**config.mk**
```make
export PLATFORM = sky130hd
export DESIGN_NAME = prog_loader
export DESIGN_NICKNAME = d
export VERILOG_FILES = /design/src/rtl/prog_loader_pkg.sv /design/src/rtl/prog_loader.sv
export SDC_FILE = /design/constraint.sdc
export NUM_CORES = 1
export LEC_CHECK = 0
export BUFFER_PORTS_ARGS = -buffer_cell sky130_fd_sc_hd__buf_2
export CAP_MARGIN = 10
export CORE_UTILIZATION = 62
export DETAILED_ROUTE_END_ITERATION = 7
export PLACE_DENSITY = 0.93
export SYNTH_ARGS = -nofsm -noshare
export SYNTH_HDL_FRONTEND = slang
export SYNTH_SLANG_ARGS = --single-unit
export TNS_END_PERCENT = 10
```
**constraint.sdc**
```tcl
create_clock -name clk_i -period 6.5 [get_ports clk_i]
set_clock_uncertainty 0.05 [all_clocks]
set_input_delay 0.975 -clock clk_i [delete_from_list [all_inputs] [get_ports clk_i]]
set_output_delay 0.975 -clock clk_i [all_outputs]
set_load 0.05 [all_outputs]
```
**src/rtl/prog_loader_pkg.sv**
```systemverilog
// Shared definitions for the UART program loader: FSM state encoding and
// default ICCM geometry / end-of-program marker.
package prog_loader_pkg;

  typedef enum logic [2:0] {
    IDLE    = 3'd0,
    COLLECT = 3'd1,
    WRITE   = 3'd2,
    DONE    = 3'd3,
    ERR     = 3'd4
  } state_t;

  localparam int unsigned DefAddrWidth = 12;
  localparam logic [31:0] DefEopWord   = 32'h0000_0FFF;

endpackage

```
**src/rtl/prog_loader.sv**
```systemverilog
// Assembles UART bytes into little-endian 32-bit words and streams them into
// ICCM, holding the core in reset until an end-of-program word arrives.
module prog_loader
  import prog_loader_pkg::*;
#(
  parameter int unsigned AddrWidth     = DefAddrWidth,
  parameter logic [31:0] EopWord       = DefEopWord,
  parameter int unsigned TimeoutCycles = 1_000_000
) (
  input  logic                 clk_i,
  input  logic                 rst_i,
  input  logic                 prog_i,
  input  logic                 rx_dv_i,
  input  logic [7:0]           rx_byte_i,
  output logic                 we_o,
  output logic [AddrWidth-1:0] addr_o,
  output logic [31:0]          wdata_o,
  output logic                 prog_rst_no,
  output logic                 done_o,
  output logic                 err_o
);

  localparam int unsigned TimerWidth = $clog2(TimeoutCycles + 1);
  localparam logic [TimerWidth-1:0] TimerLast = TimerWidth'(TimeoutCycles - 1);
  localparam logic [AddrWidth:0] MaxWords = {1'b1, {AddrWidth{1'b0}}};

  state_t                 r_state;
  logic [1:0]             r_byteIdx;
  logic [31:0]            r_word;
  logic [AddrWidth:0]     r_count;
  logic [TimerWidth-1:0]  r_timer;
  logic [AddrWidth-1:0]   r_addr;
  logic [31:0]            r_wdata;
  logic [31:0]            w_shiftWord;

  // Shifting in from the top leaves the first byte of a word in [7:0] after four bytes.
  assign w_shiftWord = {rx_byte_i, r_word[31:8]};

  always_ff @(posedge clk_i or posedge rst_i) begin
    if (rst_i) begin
      r_state   <= IDLE;
      r_byteIdx <= '0;
      r_word    <= '0;
      r_count   <= '0;
      r_timer   <= '0;
      r_addr    <= '0;
      r_wdata   <= '0;
    end else begin
      case (r_state)
        IDLE: begin
          if (prog_i) begin
            r_state   <= COLLECT;
            r_byteIdx <= '0;
            r_count   <= '0;
            r_timer   <= '0;
          end
        end
        COLLECT: begin
          if (!prog_i) begin
            r_state   <= IDLE;
            r_byteIdx <= '0;
            r_timer   <= '0;
          end else if (rx_dv_i) begin
            r_word  <= w_shiftWord;
            r_timer <= '0;
            if (r_byteIdx == 2'd3) begin
              r_byteIdx <= '0;
              if (w_shiftWord == EopWord) begin
                r_state <= DONE;
              end else if (r_count == MaxWords) begin
                r_state <= ERR;
              end else begin
                r_state <= WRITE;
                r_addr  <= r_count[AddrWidth-1:0];
                r_wdata <= w_shiftWord;
              end
            end else begin
              r_byteIdx <= r_byteIdx + 2'd1;
            end
          end else if (r_byteIdx != 2'd0) begin
            // A stalled partial word is dropped once the line stays quiet too long.
            if (r_timer == TimerLast) begin
              r_state   <= ERR;
              r_byteIdx <= '0;
              r_timer   <= '0;
            end else begin
              r_timer <= r_timer + 1'b1;
            end
          end
        end
        WRITE: begin
          r_count <= r_count + 1'b1;
          if (!prog_i) begin
            r_state <= IDLE;
          end else begin
            r_state <= COLLECT;
            if (rx_dv_i) begin
              r_word    <= w_shiftWord;
              r_byteIdx <= 2'd1;
              r_timer   <= '0;
            end
          end
        end
        DONE, ERR: begin
          if (!prog_i) r_state <= IDLE;
        end
        default: r_state <= IDLE;
      endcase
    end
  end

  assign we_o        = (r_state == WRITE);
  assign addr_o      = r_addr;
  assign wdata_o     = r_wdata;
  assign prog_rst_no = (r_state == IDLE) || (r_state == DONE);
  assign done_o      = (r_state == DONE);
  assign err_o       = (r_state == ERR);

endmodule

```
## Word level (Yosys, flattened, before mapping)

Cells that the tools add are included.

- Add/sub/neg operators: 3
- Bitwise logic cells: 2
- Reductions and logical operators: 13
- Mux-type cells: 30
- Eq/ne operators: 15

Operators by type and width:

| kind | number |
|---|---|
| $mux W20 | 7 |
| $pmux W20 S3 | 1 |
| $eq A32 B12 Y1 const B | 1 |
| $mux W3 | 9 |
| $pmux W13 S2 | 1 |
| $add A20 B1 Y20 const B | 1 |
| $eq A20 B20 Y1 const B | 1 |
| $mux W2 | 8 |
| $add A13 B1 Y13 const B | 1 |
| $eq A13 B13 Y1 const B | 1 |
| $mux W13 | 1 |
| $ne A4 B4 Y1 const B | 3 |
| $pmux W3 S4 | 1 |
| $reduce_and A6 Y1 | 2 |
| $reduce_and A5 Y1 | 2 |
| $ne A2 B2 Y1 const B | 4 |
| $eq A3 B2 Y1 const B | 2 |
| $pmux W2 S3 | 1 |
| $reduce_bool A2 Y1 | 2 |
| $reduce_or A2 Y1 | 2 |
| $eq A3 B1 Y1 const B | 1 |
| $eq A3 B3 Y1 const B | 1 |
| $logic_not A3 Y1 | 1 |
| $reduce_and A3 Y1 | 1 |
| other kinds (7) | 8 |

- Bits in registers: 114
- Output and inout bits: 48
- Bits of input ports: 12
- Word-level logic and storage cells: 70

## Longest topological paths before layout

- Depth after elaboration: 7
- Gate-level depth with buffers: 8
- Mapped depth without buffers: 7

## Least setup slack after synthesis

OpenSTA, ideal clock, no wires.

- Kind: register to output
- Start: register r_state[1]
- End: output err_o
- Setup slack: 3.792 ns
- Data arrival time: 1.683 ns
- Cell stages (with the launch flop): 3
- Path buffers: 1
- Required time: 5.475 ns
- Cell sequence: dfrtp_1 buf_1 nor3_1

- Longest elaborated chain between the ends: 1

RTL lines:

| element | RTL line | text |
|---|---|---|
| start: declaration | prog_loader.sv:27 | `state_t r_state;` |
| start signal: assignment | prog_loader.sv:41 | `r_state <= IDLE;` |
| start signal: assignment | prog_loader.sv:52 | `r_state <= COLLECT;` |
| start signal: assignment | prog_loader.sv:60 | `r_state <= IDLE;` |
| $eq A3 B3 Y1 | prog_loader.sv:117 | `assign err_o = (r_state == ERR);` |
| end: declaration | prog_loader.sv:20 | `output logic err_o` |

No other way between the ends.

## Final worst setup path

- Start: input rx_dv_i
- End: register r_wdata[7], in the netlist wdata_o[7]

- Longest elaborated chain between the ends: 1

RTL lines:

| element | RTL line | text |
|---|---|---|
| start: declaration | prog_loader.sv:13 | `input logic rx_dv_i,` |
| $reduce_and A6 Y1 (no source line) | n/a |  |
| end signal: assignment | prog_loader.sv:75 | `r_wdata <= w_shiftWord;` |
| end: declaration | prog_loader.sv:33 | `logic [31:0] r_wdata;` |

No other way between the ends.
A chain may end at the register's enable or synchronous reset.

==> flow_summary.json <==
{
  "worst-setup-path-type": "in -> reg",
  "rsz0062_at_grt": "no",
  "seq_area_frac_synth_pct": 53.4,
  "area_growth_pct": 11.3,
  "seq_area_um2": 2650,
  "synthDistinctLibCells": 56,
  "drt_iter0_drc": 213,
  "wl_per_cell_um": 17.9,
  "drt_wl_total_um": 9940,
  "antenna-diode-count": 0,
  "cts_hold_buf": 0,
  "fin_nets": 466,
  "grt_start_max_net_pins": 92,
  "hold_viol_final": 0,
  "n_fill_cell": 504,
  "crit_required_ps": 6700,
  "synth_edf_count": 0,
  "synth_area_um2": 4970,
  "async_reset_ff_share_pct": 100,
  "route.detailed.drc": 0,
  "fmax_ghz": 0.309,
  "grt_usage_pct": 25.3,
  "grt_use_met1_pct": 36.3,
  "grt_busiest_layer": "met2",
  "gr-usage-met3_pct": 3.43,
  "yosysWarnings": 0,
  "final_cell_mix": "dfrtp_1, buf_2, mux2_4",
  "crit_slowest_cell": "nor4b_4",
  "fin_crit_sh_pct": 49.7,
  "yosys_register_bits": 106,
  "drt-pass1-iter-count": 5,
  "io_pins": 60,
  "syn-instance-count": 389,
  "port_buffers": 59,
  "intPower_w": 0.00147,
  "h-tree-depth": 3,
  "stdcell_count": 556,
  "hp-start": "r_count[12]$_DFFE_PP0P_",
  "layout-drive-gt1-share_pct": 35.2,
  "clk_latency_ps": 370,
  "seq_power_share_pct": 39.4,
  "core_um2": 7730,
  "swShare_pct": 45.3,
  "tightest_slew_ps": 981,
  "worstHoldEndpoint": "r_count[12]$_DFFE_PP0P_",
  "hold_class": "reg -> reg",
  "cts_made_buffers": 9,
  "multi_input_area_um2": 2180,
  "finalCriticalPeriod_ps": 3230,
  "cp-start-kind": "input pin",
  "yosysTopAreaCell": "dfrtp_1",
  "path_delay_family": "simple AND/OR/NAND/NOR gates",
  "grt_pass1_vias": 3276,
  "drv_cap": 0,
  "r2r-end": "wdata_o[7]$_DFFE_PP0P_",
  "status": "complete, no violations",
  "crit_chain": "buf_2 -> nor2b_2 -> o2111ai_2 -> o211ai_4 -> nor4b_4 -> buf_4 -> mux2_4",
  "r2r_start": "r_byteIdx[0]$_DFFE_PP0P_",
  "start_util_pct": 64.3,
  "maxSlewViolCount": 0,
  "clockRootBuffer": "clkbuf_8",
  "vias": 3379,
  "synth-main-ff-cell": "dfrtp_1",
  "final_common_cell": "dfrtp_1",
  "setup-tns-final_ps": 0,
  "die_y_um": 91.5,
  "clock_path_buffers": 2,
  "antenna_found_initial": 0,
  "rr_worst_depth": 8,
  "p_leak_nw": 2.57,
  "cellPowerDensity_nw_per_um2": 486,
  "critPathLaunch": "rx_dv_i",
  "place.gp.congestion": 0.894,
  "hold_depth": 1,
  "clock_sinks": 106,
  "netlist_top_cells_area": "dfrtp_1, mux2_4, mux2_2, o21ai_0, xnor2_1",
  "r2r_setup_slack_ps": 3310,
  "rows": 32,
  "arrival_ps": 3430,
  "max_stage_delay_ps": 790,
  "syn_area_per_cell_um2": 12.8,
  "crit_fanout": 33,
  "die_w_um": 91.5,
  "clk_pin_slew_worst_paths_ps": 100,
  "ir_worst_vdd_v": 0.000339,
  "path_buf_inv": 2,
  "finalSetupViolCount": 0,
  "numPlacedInstances": 539,
  "grt_pass1_wl_um": 16500,
  "pwr-share-comb_pct": 46.0,
  "overflow": 0,
  "cts_resized": 0,
  "ant_nets": 0,
  "hpwl_um": 6640,
  "power_frac_clock_pct": 14.6,
  "tritoncts": "yes",
  "use_met2_pct": 39.7,
  "die_area_um2": 8370,
  "synth_top_area_share_pct": 53.4,
  "worst_setup_path_end_kind": "flop",
  "postCtsSetupBuffers": 0,
  "switchingPower_w": 0.00122,
  "syn-num-nets": 406,
  "viasPerCell": 6.08,
  "max-slew-margin-rel_pct": 34.2
}
==> cells in the mapped netlist (6+ instances only) <==
library cell	count
dfrtp_1	106
nor4_1	8
nor4b_1	6
nor2_1	23
nor3_1	7
nand3_1	12
xnor2_1	11
nor2b_1	6
a22o_1	7
mux2_2	29
o21ai_0	21
inv_1	10
nand2_1	22
nand4_1	10
and3_1	8
mux2_4	40
==> final cells by class <==
type	instances	area share [%]
Clock inverter	7	1.22
Sequential cell	106	48.0
Multi-Input combinational cell	259	39.4
Inverter	11	0.792
Timing Repair Buffer	62	6.11
Tap cell	102	2.31
Clock buffer	9	2.24
==> kinds of logic after synthesis <==
group           count (synthesis)  share of synthesized area, %
simple gates                  123                          14.5
flops                         106                          53.4
mux                            72                          19.3
compound gates                 46                          6.50
buf+inv                        24                          2.77
xor+xnor                       13                          2.29
fa+ha+maj                       5                          1.26
==> power by group through the flow <==
stage	logic [W]	registers, W	clock network (W)
2_1_floorplan	0.000660	0.00138	0
5_1_grt	0.00131	0.00109	0.000427
3_5_place_dp	0.00123	0.00107	0
4_1_cts	0.00124	0.00106	0.000401
6_report	0.00124	0.00106	0.000393
3_3_place_gp	0.00119	0.00105	0
==> per-layer routing <==
metal  routed length [um]  vias to the layer above  share of wire, %
met5                    0                        -                 0
met4                  178                        0               1.8
met3                  436                       20               4.4
met2                 4810                      123                48
met1                 4510                     1706                45
li1                     -                     1530                 -
==> sequential cells by signal (all words and copies together) (netlist names) <==
register	count
addr_o	12
r_byteIdx	2
r_count	13
r_state	3
r_timer	20
r_word	24
wdata_o	32
==> metrics by stage <==
| step | cell area (um2) | total power (W) | setup slack, ps | utilization [%] | hold WS [ps] |
|---|---|---|---|---|---|
| after global routing | 5530 | 0.00282 | 3120 | 71.6 | 465 |
| after detailed placement | 5310 | 0.00229 | 2840 | 68.7 | 416 |
| after floorplan | 4970 | 0.00204 | 2690 | - | 387 |
| after global placement | 5310 | 0.00224 | 2990 | 68.7 | 411 |
| after CTS | 5500 | 0.00270 | 3250 | 71.2 | 436 |
| final | 5530 | 0.00269 | 3270 | 71.6 | 440 |
==> how the worst max path moves through the flow <==
stage / end / slack [ps] / depth (start not counted)
after CTS: wdata_o[11]$_DFFE_PP0P_ / 3250 / 7
after detailed placement: wdata_o[11]$_DFFE_PP0P_ / 2840 / 7
after global placement: wdata_o[2]$_DFFE_PP0P_ / 2990 / 7
after floorplan: addr_o[0]$_DFFE_PP0P_ / 2690 / 1
after global routing: wdata_o[10]$_DFFE_PP0P_ / 3120 / 7
final: wdata_o[7]$_DFFE_PP0P_ / 3270 / 7
(Power assumes the default switching activity.)
